<file path="config.mk">
export PLATFORM = sky130hd
export DESIGN_NAME = execute_stage
export DESIGN_NICKNAME = d
export VERILOG_FILES = /design/src/rtl/execute_stage.sv
export SDC_FILE = /design/constraint.sdc
export NUM_CORES = 2
export LEC_CHECK = 0
export CORE_ASPECT_RATIO = 0.8
export CORE_MARGIN = 8
export CORE_UTILIZATION = 30
export CTS_BUF_LIST = sky130_fd_sc_hd__clkbuf_2
export CTS_CLUSTER_DIAMETER = 150
export DETAILED_ROUTE_END_ITERATION = 6
export PLACE_DENSITY = 0.46
export REMOVE_ABC_BUFFERS = 1
export SLEW_MARGIN = 15
export SYNTH_ARGS = -nofsm -noshare
export SYNTH_HDL_FRONTEND = slang
export SYNTH_SLANG_ARGS = --single-unit
</file>
<file path="constraint.sdc">
create_clock -name clk_i -period 6.1 [get_ports clk_i]
set_clock_uncertainty 0.15 [all_clocks]
set_input_delay 1.22 -clock clk_i [delete_from_list [all_inputs] [get_ports clk_i]]
set_output_delay 1.22 -clock clk_i [all_outputs]
set_load 0.02 [all_outputs]
</file>
<file path="src/rtl/execute_stage.sv">
// execute_stage: single-cycle ALU plus iterative RV32M multiply/divide unit,
// registering every field the memory stage consumes.
module execute_stage #(
   parameter int XLEN     = 32,
   parameter int MDU_ITER = 32
) (
   input  logic            clk_i,
   input  logic            rst_ni,
   input  logic            busywait_i,
   input  logic [XLEN-1:0] rs1_data_i,
   input  logic [XLEN-1:0] rs2_data_i,
   input  logic [XLEN-1:0] imm_i,
   input  logic [XLEN-1:0] pc_i,
   input  logic            a_sel_i,
   input  logic            b_sel_i,
   input  logic [3:0]      alu_op_i,
   input  logic            is_long_i,
   input  logic [2:0]      mdu_op_i,
   input  logic [3:0]      op_type_i,
   input  logic            reg_wb_en_i,
   input  logic [4:0]      rd_label_i,
   input  logic [1:0]      wb_sel_i,
   input  logic            is_memory_instruction_i,
   output logic            stall_o,
   output logic [XLEN-1:0] alu_out_o,
   output logic [XLEN-1:0] rs2_data_o,
   output logic [3:0]      op_type_o,
   output logic            reg_wb_en_o,
   output logic [4:0]      rd_label_o,
   output logic [1:0]      wb_sel_o,
   output logic [XLEN-1:0] imm_o,
   output logic [XLEN-1:0] pc_o,
   output logic            is_memory_instruction_o,
   output logic            is_long_o
);
   localparam int SW = $clog2(XLEN);
   localparam int CW = $clog2(MDU_ITER);

   typedef enum logic [1:0] {S_IDLE = 2'd0, S_BUSY = 2'd1, S_DONE = 2'd2} mdu_state_t;

   mdu_state_t      r_state;
   logic [CW-1:0]   r_cnt;
   logic [XLEN-1:0] r_hi, r_lo, r_opb, r_dividend;
   logic [2:0]      r_op;
   logic            r_a_neg, r_b_neg, r_div_zero;

   logic [XLEN-1:0]   w_opa, w_opb, w_alu_res, w_mdu_res;
   logic [XLEN-1:0]   w_abs_a, w_abs_b, w_quot, w_rem;
   logic              w_sgn_a, w_sgn_b, w_a_neg, w_b_neg, w_div_ge;
   logic [XLEN:0]     w_mul_sum, w_div_trial, w_div_diff;
   logic [2*XLEN-1:0] w_prod, w_prod_s;

   assign stall_o = rst_ni & (((r_state == S_IDLE) & is_long_i) | (r_state == S_BUSY));

   assign w_opa = a_sel_i ? pc_i : rs1_data_i;
   assign w_opb = b_sel_i ? imm_i : rs2_data_i;

   // Single-cycle ALU result selection.
   always_comb begin
      w_alu_res = {XLEN{1'b0}};
      case (alu_op_i)
         4'd0:    w_alu_res = w_opa + w_opb;
         4'd1:    w_alu_res = w_opa - w_opb;
         4'd2:    w_alu_res = w_opa << w_opb[SW-1:0];
         4'd3:    w_alu_res = {{(XLEN-1){1'b0}}, ($signed(w_opa) < $signed(w_opb))};
         4'd4:    w_alu_res = {{(XLEN-1){1'b0}}, (w_opa < w_opb)};
         4'd5:    w_alu_res = w_opa ^ w_opb;
         4'd6:    w_alu_res = w_opa >> w_opb[SW-1:0];
         4'd7:    w_alu_res = $unsigned($signed(w_opa) >>> w_opb[SW-1:0]);
         4'd8:    w_alu_res = w_opa | w_opb;
         4'd9:    w_alu_res = w_opa & w_opb;
         4'd10:   w_alu_res = w_opb;
         default: w_alu_res = {XLEN{1'b0}};
      endcase
   end

   // Operand signedness: MULH/MULHSU/DIV/REM treat rs1 as signed, MULH/DIV/REM rs2.
   assign w_sgn_a = (mdu_op_i == 3'd1) | (mdu_op_i == 3'd2) | (mdu_op_i == 3'd4) | (mdu_op_i == 3'd6);
   assign w_sgn_b = (mdu_op_i == 3'd1) | (mdu_op_i == 3'd4) | (mdu_op_i == 3'd6);
   assign w_a_neg = w_sgn_a & rs1_data_i[XLEN-1];
   assign w_b_neg = w_sgn_b & rs2_data_i[XLEN-1];
   assign w_abs_a = w_a_neg ? ({XLEN{1'b0}} - rs1_data_i) : rs1_data_i;
   assign w_abs_b = w_b_neg ? ({XLEN{1'b0}} - rs2_data_i) : rs2_data_i;

   assign w_mul_sum   = {1'b0, r_hi} + (r_lo[0] ? {1'b0, r_opb} : {(XLEN+1){1'b0}});
   assign w_div_trial = {r_hi, r_lo[XLEN-1]};
   assign w_div_diff  = w_div_trial - {1'b0, r_opb};
   assign w_div_ge    = (w_div_trial >= {1'b0, r_opb});

   assign w_prod   = {r_hi, r_lo};
   assign w_prod_s = (r_a_neg ^ r_b_neg) ? ({(2*XLEN){1'b0}} - w_prod) : w_prod;
   assign w_quot   = (r_a_neg ^ r_b_neg) ? ({XLEN{1'b0}} - r_lo) : r_lo;
   assign w_rem    = r_a_neg ? ({XLEN{1'b0}} - r_hi) : r_hi;

   // Sign-corrected MDU result; divide-by-zero overrides the iterative value.
   always_comb begin
      w_mdu_res = {XLEN{1'b0}};
      case (r_op)
         3'd0:          w_mdu_res = w_prod_s[XLEN-1:0];
         3'd1, 3'd2,
         3'd3:          w_mdu_res = w_prod_s[2*XLEN-1:XLEN];
         3'd4, 3'd5:    w_mdu_res = r_div_zero ? {XLEN{1'b1}} : w_quot;
         3'd6, 3'd7:    w_mdu_res = r_div_zero ? r_dividend : w_rem;
         default:       w_mdu_res = {XLEN{1'b0}};
      endcase
   end

   // MDU sequencer: latch magnitudes, iterate one bit per cycle, then present result.
   always_ff @(posedge clk_i or negedge rst_ni) begin
      if (!rst_ni) begin
         r_state    <= S_IDLE;
         r_cnt      <= {CW{1'b0}};
         r_hi       <= {XLEN{1'b0}};
         r_lo       <= {XLEN{1'b0}};
         r_opb      <= {XLEN{1'b0}};
         r_dividend <= {XLEN{1'b0}};
         r_op       <= 3'd0;
         r_a_neg    <= 1'b0;
         r_b_neg    <= 1'b0;
         r_div_zero <= 1'b0;
      end else begin
         case (r_state)
            S_IDLE: begin
               if (is_long_i) begin
                  r_state    <= S_BUSY;
                  r_cnt      <= {CW{1'b0}};
                  r_hi       <= {XLEN{1'b0}};
                  r_lo       <= mdu_op_i[2] ? w_abs_a : w_abs_b;
                  r_opb      <= mdu_op_i[2] ? w_abs_b : w_abs_a;
                  r_dividend <= rs1_data_i;
                  r_op       <= mdu_op_i;
                  r_a_neg    <= w_a_neg;
                  r_b_neg    <= w_b_neg;
                  r_div_zero <= (rs2_data_i == {XLEN{1'b0}});
               end
            end
            S_BUSY: begin
               if (r_op[2]) begin
                  r_hi <= w_div_ge ? w_div_diff[XLEN-1:0] : w_div_trial[XLEN-1:0];
                  r_lo <= {r_lo[XLEN-2:0], w_div_ge};
               end else begin
                  r_hi <= w_mul_sum[XLEN:1];
                  r_lo <= {w_mul_sum[0], r_lo[XLEN-1:1]};
               end
               r_cnt <= r_cnt + {{(CW-1){1'b0}}, 1'b1};
               if (r_cnt == CW'(MDU_ITER - 1)) begin
                  r_state <= S_DONE;
               end
            end
            S_DONE: begin
               if (!busywait_i) begin
                  r_state <= S_IDLE;
               end
            end
            default: r_state <= S_IDLE;
         endcase
      end
   end

   // Pipeline register toward the memory stage: hold, bubble, or load.
   always_ff @(posedge clk_i or negedge rst_ni) begin
      if (!rst_ni) begin
         alu_out_o               <= {XLEN{1'b0}};
         rs2_data_o              <= {XLEN{1'b0}};
         op_type_o               <= 4'd0;
         reg_wb_en_o             <= 1'b0;
         rd_label_o              <= 5'd0;
         wb_sel_o                <= 2'd0;
         imm_o                   <= {XLEN{1'b0}};
         pc_o                    <= {XLEN{1'b0}};
         is_memory_instruction_o <= 1'b0;
         is_long_o               <= 1'b0;
      end else if (!busywait_i) begin
         if (stall_o) begin
            reg_wb_en_o             <= 1'b0;
            is_memory_instruction_o <= 1'b0;
            op_type_o               <= 4'd0;
            is_long_o               <= 1'b0;
         end else begin
            alu_out_o               <= (r_state == S_DONE) ? w_mdu_res : w_alu_res;
            rs2_data_o              <= rs2_data_i;
            op_type_o               <= op_type_i;
            reg_wb_en_o             <= reg_wb_en_i;
            rd_label_o              <= rd_label_i;
            wb_sel_o                <= wb_sel_i;
            imm_o                   <= imm_i;
            pc_o                    <= pc_i;
            is_memory_instruction_o <= is_memory_instruction_i;
            is_long_o               <= is_long_i;
         end
      end
   end

endmodule

</file>
# Yosys cells after proc, flatten, opt, wreduce, memory -nomap -nowiden
# Index checks and enable logic that the tools add are counted.
dict set report classes {
  n_shift 3
  bitwise_logic 16
  order_cmp 3
  muxes 32
  addsub 10
  reduce_logical 12
  n_eq_ne 27
}
# op count
set op_table {}
lappend op_table {{$mux 32} 17}
lappend op_table {{$pmux 32 s11} 1}
lappend op_table {{$pmux 32 s2} 2}
lappend op_table {{$pmux 32 s4} 1}
lappend op_table {{$sub 1x32->32 const A} 4}
lappend op_table {{$lt 32x32->1} 2}
lappend op_table {{$mux 64} 1}
lappend op_table {{$sub 1x64->64 const A} 1}
lappend op_table {{$sub 32x32->32} 2}
lappend op_table {{$add 32x32->33} 1}
lappend op_table {{$ge 33x32->1} 1}
lappend op_table {{$add 32x32->32} 1}
lappend op_table {{$and 32x32->32} 1}
lappend op_table {{$logic_not 32->1} 1}
lappend op_table {{$or 32x32->32} 1}
lappend op_table {{$shl 32x5->32} 1}
lappend op_table {{$shr 32x5->32} 1}
lappend op_table {{$sshr 32x5->32} 1}
lappend op_table {{$xor 32x32->32} 1}
lappend op_table {{$eq 3x3->1 const B} 6}
lappend op_table {{$eq 4x3->1 const B} 4}
lappend op_table {{$eq 4x4->1 const B} 3}
lappend op_table {{$pmux 5 s2} 1}
lappend op_table {{$eq 3x2->1 const B} 3}
lappend op_table {{26 further kinds} 45}
dict set report word_totals {
  ff_bits 283
}

# Logic depth before layout (Yosys ltp)
dict set report logic_depth {
  ltp_word 9
  depth_mapped 17
}

# Worst setup path before layout
# Ideal clock, no wire load.
dict set report synth_timing {
  path_kind {input port to flip-flop}
  startpoint {input port b_sel_i}
  endpoint {register alu_out_o[22]}
  required_time_ns 5.813
  cell_stages 17
  setup_slack_ns 0.870
  path_buffers 6
  arrival_time_ns 4.943
  path_cell_list {buf_6 mux2i_1 buf_2 buf_2 buf_2 clkbuf_1 ha_1 clkbuf_1 nor2b_1 o221ai_1 o21ai_0 nor3_1 nor4b_1 nor2_1 a221o_1 a221oi_1 o211ai_1}
}
dict set report synth_between {
  elab_chain_len 4
  elab_cells_between_ends 11
}
# element line
set synth_lines {}
lappend synth_lines {{from (decl)} 15} ;# input logic b_sel_i,
lappend synth_lines {{$mux 32 (*)} 56} ;# assign w_opb = b_sel_i ? imm_i : rs2_data_i;
lappend synth_lines {{$sub 32x32->32 (tied with other cells)} 63} ;# 4'd1: w_alu_res = w_opa - w_opb;
lappend synth_lines {{$pmux 32 s11 (*)} 61} ;# case (alu_op_i)
lappend synth_lines {{$mux 32 (*)} 180} ;# alu_out_o <= (r_state == S_DONE) ? w_mdu_res : w_alu_res;
lappend synth_lines {{to (signal assigned)} 163} ;# alu_out_o <= {XLEN{1'b0}};
lappend synth_lines {{to (signal assigned)} 180}
lappend synth_lines {{to (decl)} 25} ;# output logic [XLEN-1:0] alu_out_o,
# Mark *: on every way between the ends. The rest lies on a longest branch, timed or not.
# A chain may end at the register's enable or synchronous reset.

# Worst setup path in the final report
dict set report layout_timing {
  startpoint {input port rst_ni}
  endpoint {output port stall_o}
}
dict set report layout_between {
  elab_chain_len 1
}
# element line
set layout_lines {}
lappend layout_lines {{from (decl)} 8} ;# input logic rst_ni,
lappend layout_lines {{$and 1x1->1} 53} ;# assign stall_o = rst_ni & (((r_state == S_IDLE) & is_long_i) | (r_state == S_BUSY));
lappend layout_lines {{to (decl)} 24} ;# output logic stall_o,
# No other way between the ends.

==> metrics <==
outcome finished clean; vias after detailed routing 34200; CTS H-tree lvls 3; placed cell areas 0.0353 mm²; Final Max Slew Viols 0; cell at the slowest stage of the critical path clkdlybuf4s50_1; share of the synthesized area in the top cell type 0.231; Avg WL per Cell 28.4 µm; Arrival @ worst endpoint 3.64 ns; Clock Latency Late Sink 1.30 ns; final hold viol count 0; remaining global-route overflow 0; minimum clock period after layout 5.01 ns; number of placed I/O pins 297; startpoint-to-endpoint class of the critical path in2out; largest cells by area after synthesis dfrtp_1 (23%), nand2_1 (9.0%), mux2i_1 (7.4%), ha_1 (7.1%), a21oi_1 (5.1%); CP peak stage delay 0.60 ns; pin count of the biggest net entering global routing 136; Tightest Pin Transition 1.24 ns; Startpoint Class input pin; number of buffers created by CTS 89; wire length of the first global-routing pass 232 mm; cts-stage hold buffer count 1; Yosys cell types 102; maximum net fanout on the critical path 66; length of the first detailed-routing pass in iterations 7; top-count cell post-synth nand2_1; kind of cell adding the most delay to the critical path buffers and inverters; fraction of registers with async set/reset 1.00; Initial Utilization 0.301; CTS sink cnt 283; max frequency 200 MHz; Final Cycle Share 0.821; worst voltage drop across the vdd grid 0.000274 V; cell area power density 441 mW/mm²; Most used DFF post-synth dfrtp_1; Final Setup Violations 0; area added between synthesis and finish 18.0%; final core utilization 0.355; RSZ-0062 raised after global routing false; type of element capturing the critical path output port; # Post-CTS Setup Buffers 0; via count of the first global-routing pass 31400; placement-stage worst setup slack -0.108 ns; number of maximum-capacitance constraint violations 0; met2 WL 61.0 mm; post-route ant nets 0; DRC viols 0; Post-layout nets 4665; count of buffering cells on the critical path with inverters included 4; ratio of cells with drive above 1 in the final layout 0.0951; tightest slew margin relative to the limit 0.168; Post-synth EDFFs 0; half-perimeter wire length after placement 126 mm; Cell Area, Synth 0.0306 mm²; Filler Cells Inserted 11000; top metal layer carrying routed signals met5; standard-cell row count 105; design area 0.0362 mm²; wire length on met1 78.7 mm; Worst Hold Launch mdu_op_i[2]; gp weighted congestion 0.969; die width 373 µm; Worst setup startpoint rst_ni; Critical Path RT 4.73 ns; die footprint 0.113 mm²; commonest cells in the netlist nand2_1 (732), nor2_1 (334), a21oi_1 (311); worst hold path type in2reg; instance count of the mapped netlist 4113; share of synthesized area occupied by flip-flops and latches 0.231; launching point of the worst reg2reg path r_hi[11]; Syn. warnings 0; largest buffer count on any clock path 3; initial antenna violation count 6; global-route usage over all layers 0.275; clock-pin transition on the worst setup and hold timing paths 0.08 ns; vias per cell 5.95; Starting DRT DRC Count 4361; most area-hungry cell type in the Yosys netlist dfrtp_1; routed wire length 163 mm; TritonCTS clock tree yes; R2R setup slack 1.54 ns; per-instance average area after synthesis 7.45 µm²; port bufs 296; fin worst setup slack 1.09 ns; CTS Root Cell clkbuf_2; register bit count reported by yosys 283; PostCTS Resize Cnt 0; met3 wire len 19.0 mm; area of the core 0.102 mm²; leakage power total 15.8 nW; cell-by-cell listing of the critical path dlygate4sd3_1 > buf_8 > nand2b_1 > or2_2 > inv_1 > clkdlybuf4s50_1; Die H 302 µm
==> path summary, 6_finish.rpt <==
path / endpoint / depth (start not counted)
worst max-delay path: stall_o / 6
worst min-delay path: r_opb[20] / 3
worst max register to register: r_hi[30] / 11
worst min register to register: rs2_data_o[17] / 2
max in group asynchronous: imm_o[1] / 4
min in group asynchronous: r_op[0] / 2
==> cells in the final DEF, fill, tap and decap left out, drive strengths merged, types with 39 or more instances in the layout <==
cell type and instances:
mux2i 241, clkdlybuf4s50 292, dfrtp 283, o31ai 39
a221oi 41, a31oi 40, inv 168, o21ai 295
nor2 336, a21o 56, nand3 70, xor2 104
nand2 732, ha 174, clkbuf 134, a211oi 65
a21oi 311, buf 138, xnor2 100, o211ai 86
nor3 81
==> per-layer routing <==
layer	up-vias	GRT usage
met5	-	0
met4	4	0.0744
met3	213	0.0845
met2	1946	0.357
met1	16600	0.423
li1	15400	-
==> worst min-delay path, stage by stage <==
cell and delay, ns:
buf_4 0.25, nand2_1 0.11, a31o_2 0.15
==> flip-flops by register name, indices dropped and copies added, names as in the netlist <==
name	cells
alu_out_o	32
imm_o	32
pc_o	32
r_dividend	32
r_hi	32
r_lo	32
r_opb	32
rs2_data_o	32
r_cnt	5
rd_label_o	5
op_type_o	4
r_op	3
r_state	2
wb_sel_o	2
is_long_o	1
is_memory_instruction_o	1
r_a_neg	1
r_b_neg	1
r_div_zero	1
reg_wb_en_o	1
==> metrics by stage <==
step,hold slack (ns),power [mW],setup TNS (ns),instances
after floorplan,0.290,10.2,-378.81,3811
after global placement,0.307,14.0,-0.165,5578
after CTS,0.0806,15.8,0,5734
after global routing,0.184,17.1,0,5739
final,0.272,15.9,0,5743
after detailed placement,0.311,14.0,-0.108,5578
==> kinds of logic (layout without fill, tap and decap cells) <==
group | after synthesis | in the layout | synth area share
simple gates | 1443 | 1443 | 0.210
compound gates | 1258 | 1258 | 0.271
buf+inv | 471 | 755 | 0.0608
flops | 283 | 283 | 0.231
mux | 276 | 276 | 0.0947
xor+xnor | 204 | 204 | 0.0583
fa+ha+maj | 178 | 178 | 0.0736
other cells | 0 | 9 | 0
==> area by class of cell <==
| type | count | area, µm² | area share |
|---|---|---|---|
| Antenna cell | 9 | 22.5 | 0.000623 |
| Clock buffer | 134 | 671 | 0.0185 |
| Timing Repair Buffer | 431 | 4070 | 0.113 |
| Sequential cell | 283 | 7090 | 0.196 |
| Clock inverter | 21 | 130 | 0.00360 |
| Multi-Input combinational cell | 3359 | 21900 | 0.605 |
| Tap cell | 1337 | 1670 | 0.0463 |
| Inverter | 169 | 634 | 0.0175 |
==> where the power goes <==
part,internal (mW),switching (mW)
logic,4.03,6.53
registers,2.54,1.12
clock network,0.634,1.08
total,7.21,8.72
(Power assumes the default switching activity.)
